**src/rtl/dmem_port_arbiter_pkg.sv**
```systemverilog
// +--------------------------------------------------------------------+
// | dmem_arb_pkg : shared types and constants for dmem_port_arbiter     |
// | Rev 1.0                                                             |
// +--------------------------------------------------------------------+
`default_nettype none

package dmem_arb_pkg;

  localparam int STARVE_CNT_W = 4;

  typedef enum logic [1:0] {
    OWN_NONE = 2'd0,
    OWN_CORE = 2'd1,
    OWN_EXT  = 2'd2
  } owner_t;

endpackage

`default_nettype wire

```
**src/rtl/dmem_port_arbiter_if.sv**
```systemverilog
// +--------------------------------------------------------------------+
// | dmem_port_arbiter_if : core, host and memory signals of the arbiter |
// | Rev 1.0                                                             |
// +--------------------------------------------------------------------+
`default_nettype none

interface dmem_port_arbiter_if #(
  parameter int DATA_W = 64,
  parameter int ADDR_W = 64
);

  logic              core_req;
  logic              core_wen;
  logic [ADDR_W-1:0] core_addr;
  logic [DATA_W-1:0] core_wdata;
  logic              core_gnt;
  logic              core_stall;
  logic              core_rvalid;
  logic [DATA_W-1:0] core_rdata;

  logic              ext_req;
  logic              ext_wen;
  logic [ADDR_W-1:0] ext_addr;
  logic [DATA_W-1:0] ext_wdata;
  logic              ext_gnt;
  logic              ext_rvalid;
  logic [DATA_W-1:0] ext_rdata;

  logic [ADDR_W-1:0] mem_addr;
  logic              mem_wen;
  logic              mem_ren;
  logic [DATA_W-1:0] mem_wdata;
  logic [DATA_W-1:0] mem_rdata;

  // Arbiter side
  modport slave (
    input  core_req, core_wen, core_addr, core_wdata,
    output core_gnt, core_stall, core_rvalid, core_rdata,
    input  ext_req, ext_wen, ext_addr, ext_wdata,
    output ext_gnt, ext_rvalid, ext_rdata,
    output mem_addr, mem_wen, mem_ren, mem_wdata,
    input  mem_rdata
  );

  // Requester / memory side
  modport master (
    output core_req, core_wen, core_addr, core_wdata,
    input  core_gnt, core_stall, core_rvalid, core_rdata,
    output ext_req, ext_wen, ext_addr, ext_wdata,
    input  ext_gnt, ext_rvalid, ext_rdata,
    input  mem_addr, mem_wen, mem_ren, mem_wdata,
    output mem_rdata
  );

endinterface

`default_nettype wire

```
**src/rtl/dmem_port_arbiter_starve_cnt.sv**
```systemverilog
// +--------------------------------------------------------------------+
// | dmem_arb_starve_cnt : saturating counter of contested core grants   |
// | Rev 1.0                                                             |
// +--------------------------------------------------------------------+
`default_nettype none

module dmem_arb_starve_cnt
  import dmem_arb_pkg::*;
#(
  parameter int LIMIT = 4
) (
  input  wire logic clk,
  input  wire logic arst_n,
  input  wire logic inc,
  input  wire logic clr,
  output logic      starve_hit
);

  localparam logic [STARVE_CNT_W-1:0] LIMIT_C = STARVE_CNT_W'(LIMIT);

  logic [STARVE_CNT_W-1:0] cnt_q;
  logic [STARVE_CNT_W-1:0] cnt_d;

  // Clear has priority so a host grant always restarts the window.
  always_comb begin
    cnt_d = cnt_q;
    if (clr) begin
      cnt_d = '0;
    end else if (inc && (cnt_q != LIMIT_C)) begin
      cnt_d = cnt_q + 1'b1;
    end
  end

  always_ff @(posedge clk or negedge arst_n) begin
    if (!arst_n) begin
      cnt_q <= '0;
    end else begin
      cnt_q <= cnt_d;
    end
  end

  assign starve_hit = (cnt_q == LIMIT_C);

endmodule

`default_nettype wire

```
**src/rtl/dmem_port_arbiter.sv**
```systemverilog
// +--------------------------------------------------------------------+
// | dmem_port_arbiter : core/host sharing of the single-port data SRAM  |
// | Rev 1.0                                                             |
// +--------------------------------------------------------------------+
`default_nettype none

module dmem_port_arbiter
  import dmem_arb_pkg::*;
#(
  parameter int DATA_W       = 64,
  parameter int ADDR_W       = 64,
  parameter int STARVE_LIMIT = 4
) (
  input  wire logic           clk,
  input  wire logic           arst_n,
  dmem_port_arbiter_if.slave  bus
);

  logic   core_gnt;
  logic   ext_gnt;
  logic   starve_hit;
  owner_t rd_owner_q;
  owner_t rd_owner_d;

  dmem_arb_starve_cnt #(
    .LIMIT (STARVE_LIMIT)
  ) u_starve_cnt (
    .clk        (clk),
    .arst_n     (arst_n),
    .inc        (core_gnt & bus.ext_req),
    .clr        (ext_gnt | ~bus.ext_req),
    .starve_hit (starve_hit)
  );

  always_comb begin
    core_gnt = 1'b0;
    ext_gnt  = 1'b0;
    if (bus.core_req && bus.ext_req) begin
      if (starve_hit) begin
        ext_gnt = 1'b1;
      end else begin
        core_gnt = 1'b1;
      end
    end else if (bus.core_req) begin
      core_gnt = 1'b1;
    end else if (bus.ext_req) begin
      ext_gnt = 1'b1;
    end
  end

  // Memory bus is forced to zero when idle so the SRAM sees no stale address.
  always_comb begin
    bus.mem_addr  = '0;
    bus.mem_wdata = '0;
    bus.mem_wen   = 1'b0;
    bus.mem_ren   = 1'b0;
    rd_owner_d    = OWN_NONE;
    if (core_gnt) begin
      bus.mem_addr  = bus.core_addr;
      bus.mem_wdata = bus.core_wdata;
      bus.mem_wen   = bus.core_wen;
      bus.mem_ren   = ~bus.core_wen;
      rd_owner_d    = bus.core_wen ? OWN_NONE : OWN_CORE;
    end else if (ext_gnt) begin
      bus.mem_addr  = bus.ext_addr;
      bus.mem_wdata = bus.ext_wdata;
      bus.mem_wen   = bus.ext_wen;
      bus.mem_ren   = ~bus.ext_wen;
      rd_owner_d    = bus.ext_wen ? OWN_NONE : OWN_EXT;
    end
  end

  always_ff @(posedge clk or negedge arst_n) begin
    if (!arst_n) begin
      rd_owner_q <= OWN_NONE;
    end else begin
      rd_owner_q <= rd_owner_d;
    end
  end

  assign bus.core_gnt    = core_gnt;
  assign bus.ext_gnt     = ext_gnt;
  assign bus.core_stall  = bus.core_req & ~core_gnt;
  assign bus.core_rvalid = (rd_owner_q == OWN_CORE);
  assign bus.ext_rvalid  = (rd_owner_q == OWN_EXT);
  assign bus.core_rdata  = bus.mem_rdata;
  assign bus.ext_rdata   = bus.mem_rdata;

endmodule

`default_nettype wire

```
**src/flat_wrapper.sv**
```systemverilog
// flat-port wrapper written by rule: the top's interface ports become plain ports
module dmem_port_arbiter_flat import dmem_arb_pkg::*;
#(
  parameter int DATA_W       = 64,
  parameter int ADDR_W       = 64,
  parameter int STARVE_LIMIT = 4
)
  (clk, arst_n, bus_core_req, bus_core_wen, bus_core_addr, bus_core_wdata, bus_core_gnt, bus_core_stall, bus_core_rvalid, bus_core_rdata, bus_ext_req, bus_ext_wen, bus_ext_addr, bus_ext_wdata, bus_ext_gnt, bus_ext_rvalid, bus_ext_rdata, bus_mem_addr, bus_mem_wen, bus_mem_ren, bus_mem_wdata, bus_mem_rdata);
  dmem_port_arbiter_if #(.DATA_W(DATA_W), .ADDR_W(ADDR_W)) bus_i ();
  input  wire logic clk;
  input  wire logic arst_n;
  input wire logic [$bits(bus_i.core_req)-1:0] bus_core_req;
  input wire logic [$bits(bus_i.core_wen)-1:0] bus_core_wen;
  input wire logic [$bits(bus_i.core_addr)-1:0] bus_core_addr;
  input wire logic [$bits(bus_i.core_wdata)-1:0] bus_core_wdata;
  output wire logic [$bits(bus_i.core_gnt)-1:0] bus_core_gnt;
  output wire logic [$bits(bus_i.core_stall)-1:0] bus_core_stall;
  output wire logic [$bits(bus_i.core_rvalid)-1:0] bus_core_rvalid;
  output wire logic [$bits(bus_i.core_rdata)-1:0] bus_core_rdata;
  input wire logic [$bits(bus_i.ext_req)-1:0] bus_ext_req;
  input wire logic [$bits(bus_i.ext_wen)-1:0] bus_ext_wen;
  input wire logic [$bits(bus_i.ext_addr)-1:0] bus_ext_addr;
  input wire logic [$bits(bus_i.ext_wdata)-1:0] bus_ext_wdata;
  output wire logic [$bits(bus_i.ext_gnt)-1:0] bus_ext_gnt;
  output wire logic [$bits(bus_i.ext_rvalid)-1:0] bus_ext_rvalid;
  output wire logic [$bits(bus_i.ext_rdata)-1:0] bus_ext_rdata;
  output wire logic [$bits(bus_i.mem_addr)-1:0] bus_mem_addr;
  output wire logic [$bits(bus_i.mem_wen)-1:0] bus_mem_wen;
  output wire logic [$bits(bus_i.mem_ren)-1:0] bus_mem_ren;
  output wire logic [$bits(bus_i.mem_wdata)-1:0] bus_mem_wdata;
  input wire logic [$bits(bus_i.mem_rdata)-1:0] bus_mem_rdata;
  assign bus_i.core_req = bus_core_req;
  assign bus_i.core_wen = bus_core_wen;
  assign bus_i.core_addr = bus_core_addr;
  assign bus_i.core_wdata = bus_core_wdata;
  assign bus_core_gnt = bus_i.core_gnt;
  assign bus_core_stall = bus_i.core_stall;
  assign bus_core_rvalid = bus_i.core_rvalid;
  assign bus_core_rdata = bus_i.core_rdata;
  assign bus_i.ext_req = bus_ext_req;
  assign bus_i.ext_wen = bus_ext_wen;
  assign bus_i.ext_addr = bus_ext_addr;
  assign bus_i.ext_wdata = bus_ext_wdata;
  assign bus_ext_gnt = bus_i.ext_gnt;
  assign bus_ext_rvalid = bus_i.ext_rvalid;
  assign bus_ext_rdata = bus_i.ext_rdata;
  assign bus_mem_addr = bus_i.mem_addr;
  assign bus_mem_wen = bus_i.mem_wen;
  assign bus_mem_ren = bus_i.mem_ren;
  assign bus_mem_wdata = bus_i.mem_wdata;
  assign bus_i.mem_rdata = bus_mem_rdata;
  dmem_port_arbiter #(.DATA_W(DATA_W), .ADDR_W(ADDR_W), .STARVE_LIMIT(STARVE_LIMIT)) u_core (.clk(clk), .arst_n(arst_n), .bus(bus_i));
endmodule
```
**config.mk**
```make
export PLATFORM = sky130hd
export DESIGN_NAME = dmem_port_arbiter_flat
export DESIGN_NICKNAME = d
export VERILOG_FILES = /design/src/rtl/dmem_port_arbiter_pkg.sv /design/src/rtl/dmem_port_arbiter_if.sv /design/src/rtl/dmem_port_arbiter_starve_cnt.sv /design/src/rtl/dmem_port_arbiter.sv /design/src/flat_wrapper.sv
export SDC_FILE = /design/constraint.sdc
export NUM_CORES = 1
export LEC_CHECK = 0
export BUFFER_PORTS_ARGS = -buffer_cell sky130_fd_sc_hd__buf_2
export CORE_AREA = 2 2 228 230
export DETAILED_ROUTE_END_ITERATION = 10
export DIE_AREA = 0 0 230 232
export GPL_ROUTABILITY_DRIVEN = 0
export GPL_TIMING_DRIVEN = 0
export SETUP_SLACK_MARGIN = 0.3
export SYNTH_ARGS = -nofsm -noshare
export SYNTH_HDL_FRONTEND = slang
export SYNTH_SLANG_ARGS = --single-unit
```
**constraint.sdc**
```tcl
create_clock -name clk -period 2.4 [get_ports clk]
set_input_delay 0.48 -clock clk [delete_from_list [all_inputs] [get_ports clk]]
set_output_delay 0.48 -clock clk [all_outputs]
set_load 0.02 [all_outputs]
```
=== Word level (Yosys, flattened, before mapping) ===
Cells that the tools add are included.

* Latch bits: 0
* Register bits after elaboration: 6
* Bits in writable memories: 0
* Memories kept: 0
* Input bits: 326
* Bits in read-only memories: 0
* Logic and storage cells: 38
* Output and inout port bits: 263

* Equal/unequal tests: 4
* Multipliers: 0
* Bitwise gates (word level): 7
* Shift-type cells: 0
* $lt $le $gt $ge: 0
* Divide/modulo/power cells: 0
* $add $sub $neg: 1
* Reduce and logical (&&, ||, !) cells: 3
* Multiplexer cells: 21

{| class="wikitable"
|+ Operators by type and width
! operator !! count
|-
| $mux 64 || 4
|-
| $mux 1 || 12
|-
| $mux 4 || 2
|-
| $mux 2 || 3
|-
| $add 4x1->4 const B || 1
|-
| $eq 4x3->1 const B || 1
|-
| $ne 4x3->1 const B || 1
|-
| $not 1->1 || 4
|-
| $and 1x1->1 || 2
|-
| $eq 2x1->1 const B || 1
|-
| $eq 2x2->1 const B || 1
|-
| $logic_and 1x1->1 || 2
|-
| $reduce_bool 2->1 || 1
|-
| $or 1x1->1 || 1
|}

=== Longest topological paths before layout ===
Gate-level depths: netlist of the first run.

* Depth after elaboration: 7
* Mapped depth: 7
* Gate-level depth less buffers: 5

=== Modules after synthesis ===
A second synthesis of the first run with hierarchy kept.

* Cells, all modules: 341
* Area total of the unflattened synthesis: 2886.5 um2

{| class="wikitable"
|+ Modules (own cells, without submodules)
! module !! area an instance (um2) !! times used !! cells an instance !! sequential area each (um2)
|-
| dmem_port_arbiter || 2652.5 || 1 || 317 || 50.0
|-
| dmem_arb_starve_cnt || 234.0 || 1 || 24 || 100.1
|}

=== Least setup slack after synthesis of the first run ===
OpenSTA, ideal clock, no wires.

* Kind: register -> output
* Start: reg u_core.u_starve_cnt.cnt_q[0]
* End: out bus_mem_addr[38]
* Stages on the path, launching flop included: 8
* Arrival: 1.547 ns
* Path slack: 0.373 ns
* Data required time: 1.920 ns
* Path buffers: 2
* Cell sequence: dfrtp_1 -> inv_1 -> ha_1 -> and3b_1 -> a21boi_2 -> buf_4 -> buf_4 -> a22o_1

* Cells in the longest elaborated chain, start to end: 5
* Elaborated cells on any way between the ends: 7
* Those cells by class: 1 x eq/ne; 6 x mux

{| class="wikitable"
|+ RTL lines
! element !! line !! text
|-
| from (decl) || dmem_port_arbiter_starve_cnt.sv:21 || <nowiki>logic [STARVE_CNT_W-1:0] cnt_q;</nowiki>
|-
| from (signal assigned) || dmem_port_arbiter_starve_cnt.sv:38 || <nowiki>cnt_q <= cnt_d;</nowiki>
|-
| $eq 4x3->1 * || dmem_port_arbiter_starve_cnt.sv:42 || <nowiki>assign starve_hit = (cnt_q == LIMIT_C);</nowiki>
|-
| $mux 1 || dmem_port_arbiter.sv:39 || <nowiki>if (starve_hit) begin</nowiki>
|-
| $mux 1 || dmem_port_arbiter.sv:38 || <nowiki>if (bus.core_req && bus.ext_req) begin</nowiki>
|-
| $mux 64 || dmem_port_arbiter.sv:64 || <nowiki>end else if (ext_gnt) begin</nowiki>
|-
| $mux 64 * || dmem_port_arbiter.sv:58 || <nowiki>if (core_gnt) begin</nowiki>
|-
| to (decl) || flat_wrapper.sv:27 || <nowiki>output wire logic [$bits(bus_i.mem_addr)-1:0] bus_mem_addr;</nowiki>
|}

Every way passes the cells marked *; elsewhere a longest branch is shown, timed or not.

=== Worst setup path in the final report of the first run ===
* Start: reg u_core.u_starve_cnt.cnt_q[0]
* End: out bus_mem_wdata[40]

* Cells in the longest elaborated chain, start to end: 5
* Elaborated cells on any way between the ends: 7
* Those cells by class: 1 x eq/ne; 6 x mux

{| class="wikitable"
|+ RTL lines
! element !! line !! text
|-
| $eq 4x3->1 * || dmem_port_arbiter_starve_cnt.sv:42 ||
|-
| $mux 1 || dmem_port_arbiter.sv:39 ||
|-
| $mux 1 || dmem_port_arbiter.sv:38 ||
|-
| $mux 64 || dmem_port_arbiter.sv:64 ||
|-
| $mux 64 * || dmem_port_arbiter.sv:58 ||
|-
| to (decl) || flat_wrapper.sv:30 || <nowiki>output wire logic [$bits(bus_i.mem_wdata)-1:0] bus_mem_wdata;</nowiki>
|}

Marked as above.

==> metrics.md, run 1 <==
| Metric | Value |
|---|---|
| Yosys reg bits | `6` |
| # Max-Cap Violations | `0` |
| Area growth syn-to-layout | `187.4%` |
| Relative slew slack | `0.8436` |
| Crit end category | `output port` |
| Final hold viol count | `0` |
| Vias per cell | `roughly 2.9` |
| Fill count | `5834` |
| Synth async-reset ratio | `1.000` |
| # DRC | `0` |
| Worst-skew pair later-pin latency | `0.23 ns` |
| Syn Area/Cell | `approximately 8.2 sq um` |
| Pwr Density | `roughly 280 mW/mm^2` |
| RSZ-0062 raised after global routing | `yes` |
| DP HPWL | `about 19000 um` |
| Synth Instances | `approximately 320` |
| CTS tree | `built` |
| Multi-input combinational cell area | `0.001461 sq mm` |
| Inserted Clock Buffers | `3` |
| Reg-to-reg critical path startpoint | `u_core.u_starve_cnt.cnt_q[0]` |
| Placed inst area | `0.006065 sq mm` |
| Area leader, netlist | `a22o_1` |
| Buffers on Ports | `524` |
| Final Setup Violations | `94` |
| Clock skew | `0.001010 ns` |
| FP Rows | `between 80 and 90` |
| Outcome | `finished, violations left` |
| Worst path bufs/invs | `6` |
| Area contributors post-synth | `a22o_1, buf_4, dfrtp_1` |
| Final ANT Viol Nets | `0` |
| IO Pins | `around 600` |
| Tcrit/Tclk final | `1.033` |
| Total number of vias | `around 4500` |
| Crit path cell chain | `inv_1 > ha_2 > and3b_2 > a21boi_4 > buf_12 > buf_12 > buf_16 > buf_12 > a22o_1 > buf_6` |
| Die Y | `between 200 and 250 um` |
| Gr usage total | `0.07343` |
| Pin count of the biggest net entering global routing | `11` |
| Overall power | `between 2 and 2.5 mW` |
| Post-synth net total | `644` |
| Number of DRC markers in iteration 0 | `~150` |
| H-tree level count | `1` |
| Crit path max-delay cell type | `dfrtp_1` |
| Initial antenna violation count | `3` |
| Slowest stage delay, CP | `approximately 0.37 ns` |
| Final core occ | `0.1463` |
| Mapped Area | `roughly 0.0026 sq mm` |
| Critical Path End | `bus_mem_wdata[40]` |
| Clock Path Buffers | `2` |
| First-pass GRT wire length | `~28000 um` |
| Seq/Total Area, Yosys | `0.05794` |
| Die area | `~0.053 sq mm` |
| Max rail drop VDD | `~0.15 mV` |
| Post-layout nets | `between 1000 and 1500` |
| Reg2reg end | `u_core.rd_owner_q[0]` |
| CP Data Required Time | `around 1.9 ns` |
| Hold Path Class | `input port to async pin` |
| Reg2reg setup slack | `around 0.53 ns` |
| Clock slew at reported path FFs | `0.03 ns` |
| CP Launch Type | `register` |
| Cell mode on critical path | `buf_12` |
| Number of flops mapped to enable cells by yosys | `0` |
| CP top delay family | `buffers and inverters` |
| Cell with the most instances after synthesis | `buf_4` |
| Leakage Power | `4.096 nW` |
| Reg2Reg Depth | `9` |
| Initial Util | `0.05092` |
| WP depth | `10` |
| Post-synth top area share | `0.4394` |
| Gr ovfl total | `0` |
| DR pass1 iterations | `4` |
| Fin worst setup slack | `-0.07944 ns` |
| Synth Flop Type | `dfrtp_1` |
| Crit path from | `u_core.u_starve_cnt.cnt_q[0]` |
| Vias in the first global route | `roughly 4400` |
| Place WS | `-0.6376 ns` |
| Most common library cells after synthesis | `buf_4, a22o_1, buf_2` |
| Crit-path max FO | `10` |
| Worst hold margin | `between 0.06 and 0.07 ns` |
| Die width | `between 200 and 250 um` |
| CTS sink count | `6` |
| Fmax | `403.3 MHz` |
| WL per Instance | `~15 um` |
| Root Buffer | `clkbuf_16` |
| Fin. max-slew vios | `0` |
| # hold bufs at CTS | `0` |
| Total Wirelength | `between 20000 and 25000 um` |
| Warnings from Yosys | `0` |
| Register area | `150.1 sq um` |
| Min Clock Period, post-route | `2.479 ns` |
| Core Area | `slightly above 0.05 sq mm` |
| Worst-Margin Slew | `0.2346 ns` |
| Failing checks | `setup timing` |
| Arrival @ worst endpoint | `approximately 2.0 ns` |
| Count of distinct cell types in the synthesized netlist | `16` |
| Final Cell Area | `about 0.0074 sq mm` |
| Setup CP Type | `register to output port` |
| Share of cells above drive strength 1 | `0.8409` |
## through the flow
| step | cells | TNS [ns] |
|---|---|---|
| after floorplan | 316 | 0 |
| after global placement | 1520 | -47.90 |
| after detailed placement | 1520 | -49.09 |
| after CTS | 1539 | -4.157 |
| after global routing | 1542 | -14.69 |
| final | 1542 | -2.927 |
## flip-flops by register name, indices dropped and copies added, names as in the netlist
name,count
u_core.rd_owner_q,2
u_core.u_starve_cnt.cnt_q,4
## layer usage
layer | share of wire | global-route usage
met1 | 0.36 | 0.08091
met2 | 0.54 | 0.1479
met4 | 0.014 | 0.01270
met5 | 0 | 0
met3 | 0.081 | 0.01068
## cell type report
| type | instances | share of cell area |
|---|---|---|
| Inverter | 5 | 0.002520 |
| Tap cell | 680 | 0.1142 |
| Antenna cell | 1 | 0.0003360 |
| Multi-Input combinational cell | 149 | 0.1962 |
| Clock buffer | 3 | 0.01008 |
| Timing Repair Buffer | 542 | 0.4696 |
| Sequential cell | 6 | 0.02016 |
| Buffer | 156 | 0.1868 |
## cells in the final DEF (no fill, tap or decap), types with 2 or more instances in the layout
master / n
buf_12: 14
buf_6: 75
a22o_4: 19
a22o_1: 111
inv_1: 5
nor2_1: 4
dfrtp_1: 6
buf_4: 177
a21boi_4: 2
nand3_1: 2
buf_8: 14
buf_16: 5
nor2b_1: 2
buf_2: 412
clkbuf_16: 4
and2_1: 2
## report_power, final
group	switching, mW	internal, mW
logic	0.827	0.866
registers	0.00162	0.105
clock network	0.0537	0.214
## how the worst min path moves through the flow
stage                                              end  slack [ns]
after detailed placement  u_core.u_starve_cnt.cnt_q[3]        0.31
after global placement    u_core.u_starve_cnt.cnt_q[3]        0.31
after floorplan                   u_core.rd_owner_q[0]        0.18
after global routing      u_core.u_starve_cnt.cnt_q[3]        0.08
after CTS                 u_core.u_starve_cnt.cnt_q[3]        0.07
final                     u_core.u_starve_cnt.cnt_q[3]        0.07
## logic make-up (layout without fill, tap and decap cells)
group	Yosys count	after routing	synth area share
buffers and inverters	161	706	0.4495
AO/OA/AOI/OAI	132	132	0.4481
AND/OR/NAND/NOR	13	13	0.02801
flip-flops	6	6	0.05794
adder cells (fa/ha/maj)	2	2	0.009656
XOR/XNOR	2	2	0.006761
other	0	1	0
## repair_timing
item                                    CTS  global route
endpoints found under the setup margin  133           132
cloned                                    5             1
pin swaps                                 8             0
resized for setup                       263            20
setup buffers                            11             1
No activity file was read; power rests on OpenSTA's default activity.
==> run 2: changes to the inputs <==
- clock period: 2.4 -> 2.34 ns (I/O delays scaled with it)
==> run 2 against run 1 <==
  * The run still ends with setup timing left
  * Flip-flop and latch count stayed put
  * Non-clock buffer count increased by 1
  * Register-to-register slack lost 0.06 ns
  * Critical path depth unchanged
  * Design area stayed put
  * Final cell count about the same
  * Critical path type unchanged
  * Routed wire length fell by 0.14%
  * Worst setup slack lost 0.048 ns
  * Largest power group unchanged
  * Combinational power rose by 2%
  * First-iteration DRC count is 9.7% higher
  * Via count rose by 0.15%
==> metrics.md, run 2 (synthesized netlist as in run 1, its figures left out) <==
| Metric | Value |
|---|---|
| Commonest non-fill, non-tap cells in the layout | `buf_2, buf_4, a22o_1 (unchanged)` |
| CTS sink count | `6 (unchanged)` |
| CP Data Required Time | `1.87 ns (was 1.92 ns)` |
| Fmax | `405.2 MHz` |
| CP Launch Type | `register (unchanged)` |
| Overall power | `2.116 mW (was 2.066 mW)` |
| Non-Filler Instances | `1543 (was 1542)` |
| Buffers on Ports | `524 (unchanged)` |
| Root Buffer | `clkbuf_16 (unchanged)` |
| Core Area | `0.05089 sq mm (unchanged)` |
| Area growth syn-to-layout | `187.4% (unchanged)` |
| Final Setup Violations | `131 (was 94)` |
| FP Rows | `83 (unchanged)` |
| CTS tree | `built (unchanged)` |
| Gr ovfl total | `0 (unchanged)` |
| Outcome | `finished, violations left (unchanged)` |
| Arrival @ worst endpoint | `2.00 ns (about the same)` |
| Crit end category | `output port (unchanged)` |
| Final ANT Viol Nets | `0 (unchanged)` |
| Max FFs per register | `4 (unchanged)` |
| Gr usage total | `0.07340 (was 0.07343)` |
| Number of DRC markers in iteration 0 | `159 (was 145)` |
| Max rail drop VDD | `0.1547 mV (was 0.1508 mV)` |
| Clock skew | `0.001006 ns (was 0.001010 ns)` |
| Tcrit/Tclk final | `1.055` |
| Final hold viol count | `0 (unchanged)` |
| Clock Path Buffers | `2 (unchanged)` |
| Placed inst area | `0.006065 sq mm (unchanged)` |
| Worst hold margin | `0.05674 ns (was 0.06869 ns)` |
| # DRC | `0 (unchanged)` |
| Dpl cells | `1520 (unchanged)` |
| RSZ-0062 raised after global routing | `yes (unchanged)` |
| Clock slew at reported path FFs | `0.03 ns (about the same)` |
| DR pass1 iterations | `4 (unchanged)` |
| Die area | `0.05336 sq mm (unchanged)` |
| Hold Path Class | `input port to async pin (unchanged)` |
| Worst-Margin Slew | `0.2346 ns (about the same)` |
| Die Y | `232 um (unchanged)` |
| Fin worst setup slack | `-0.1278 ns (was -0.07944 ns)` |
| H-tree level count | `1 (unchanged)` |
| WL per Instance | `14.64 um (was 14.67 um)` |
| Die width | `230 um (unchanged)` |
| Inserted Clock Buffers | `3 (unchanged)` |
| Reg2Reg Depth | `9 (unchanged)` |
| Vias in the first global route | `4374 (was 4358)` |
| Total number of vias | `4548 (was 4541)` |
| Pin count of the biggest net entering global routing | `11 (unchanged)` |
| DP HPWL | `19100 um (unchanged)` |
| Worst-skew pair later-pin latency | `0.23 ns (about the same)` |
| Total Wirelength | `22600 um (was 22630 um)` |
| Initial Util | `0.05092 (unchanged)` |
| Largest register by flop count | `u_core.u_starve_cnt.cnt_q (unchanged)` |
| Crit-path max FO | `10 (unchanged)` |
| Setup CP Type | `register to output port (unchanged)` |
| # Max-Cap Violations | `0 (unchanged)` |
| Initial antenna violation count | `3 (unchanged)` |
| Failing checks | `setup timing (unchanged)` |
| Final Cell Area | `0.007447 sq mm (unchanged)` |
| Fin. max-slew vios | `0 (unchanged)` |
| First-pass GRT wire length | `28290 um (unchanged)` |
| Vias per cell | `2.948 (was 2.945)` |
| Most common cell after layout, fill and taps aside | `buf_2 (unchanged)` |
| Fill count | `5832 (was 5834)` |
| # hold bufs at CTS | `0 (unchanged)` |
| Registers with the most flip-flops | `u_core.u_starve_cnt.cnt_q (4), u_core.rd_owner_q (2) (unchanged)` |
| Place WS | `-0.6856 ns (was -0.6376 ns)` |
| Relative slew slack | `0.8436 (about the same)` |
| Pwr Density | `284.2 mW/mm^2 (was 277.4 mW/mm^2)` |
| Min Clock Period, post-route | `2.468 ns` |
| Share of cells above drive strength 1 | `0.8399 (was 0.8409)` |
| IO Pins | `589 (unchanged)` |
| Leakage Power | `4.100 nW (was 4.096 nW)` |
| Post-layout nets | `1192 (was 1191)` |
## run 2: report_power, final
group / internal (mW) / total, mW / switching (mW) / leakage (nW)
sequential: 0.108 / 0.109 / 0.00166 / 0.0811
combinational: 0.886 / 1.73 / 0.847 / 3.98
clock: 0.219 / 0.274 / 0.0551 / 0.0370
## run 2: per-stage QoR
| step | TNS, ns | utilization |
|---|---|---|
| global route | -21.47 | 0.1463 |
| detailed placement | -55.38 | 0.1192 |
| floorplan | 0 | - |
| global placement | -54.18 | 0.1192 |
| CTS | -9.987 | 0.1441 |
| finish | -8.712 | 0.1463 |
## run 2: layer usage
layer,global-route usage,part of all wire
met5,0,0
met4,0.01411,0.015
met3,0.01093,0.080
met2,0.1469,0.54
met1,0.08091,0.37
## run 2: final cells by class
class | instances | area [sq um] | area share
Buffer | 156 | 1383 | 0.1857
Timing Repair Buffer | 543 | 3515 | 0.4719
Multi-Input combinational cell | 149 | 1453 | 0.1951
Sequential cell | 6 | 150.1 | 0.02016
Clock buffer | 3 | 75.07 | 0.01008
Antenna cell | 1 | 2.502 | 0.0003360
Inverter | 5 | 18.77 | 0.002520
Tap cell | 680 | 850.8 | 0.1142
## run 2: what timing repair did
item	in CTS	in global routing
resized for setup	263	14
setup endpoints to repair	134	132
buffers inserted	11	1
gates cloned	5	2
pin swaps	8	0
## run 2: final timing paths
path	startpoint	endpoint	slack, ns
worst max-delay path	u_core.u_starve_cnt.cnt_q[0]	bus_mem_addr[39]	-0.13
worst min register to register	u_core.u_starve_cnt.cnt_q[0]	u_core.u_starve_cnt.cnt_q[0]	0.55
worst min-delay path	arst_n	u_core.u_starve_cnt.cnt_q[3]	0.06
max in group asynchronous	arst_n	u_core.rd_owner_q[0]	2.14
worst max register to register	u_core.u_starve_cnt.cnt_q[0]	u_core.rd_owner_q[0]	0.47
min in group clk	u_core.u_starve_cnt.cnt_q[0]	u_core.u_starve_cnt.cnt_q[0]	0.55
## run 2: worst max-delay path, cell delays in order (launching register included)
cell,delay [ns]
dfrtp_1,0.37
inv_1,0.06
ha_2,0.16
and3b_2,0.22
a21boi_4,0.06
buf_12,0.14
buf_12,0.12
buf_16,0.14
buf_8,0.14
a22o_1,0.20
buf_6,0.14
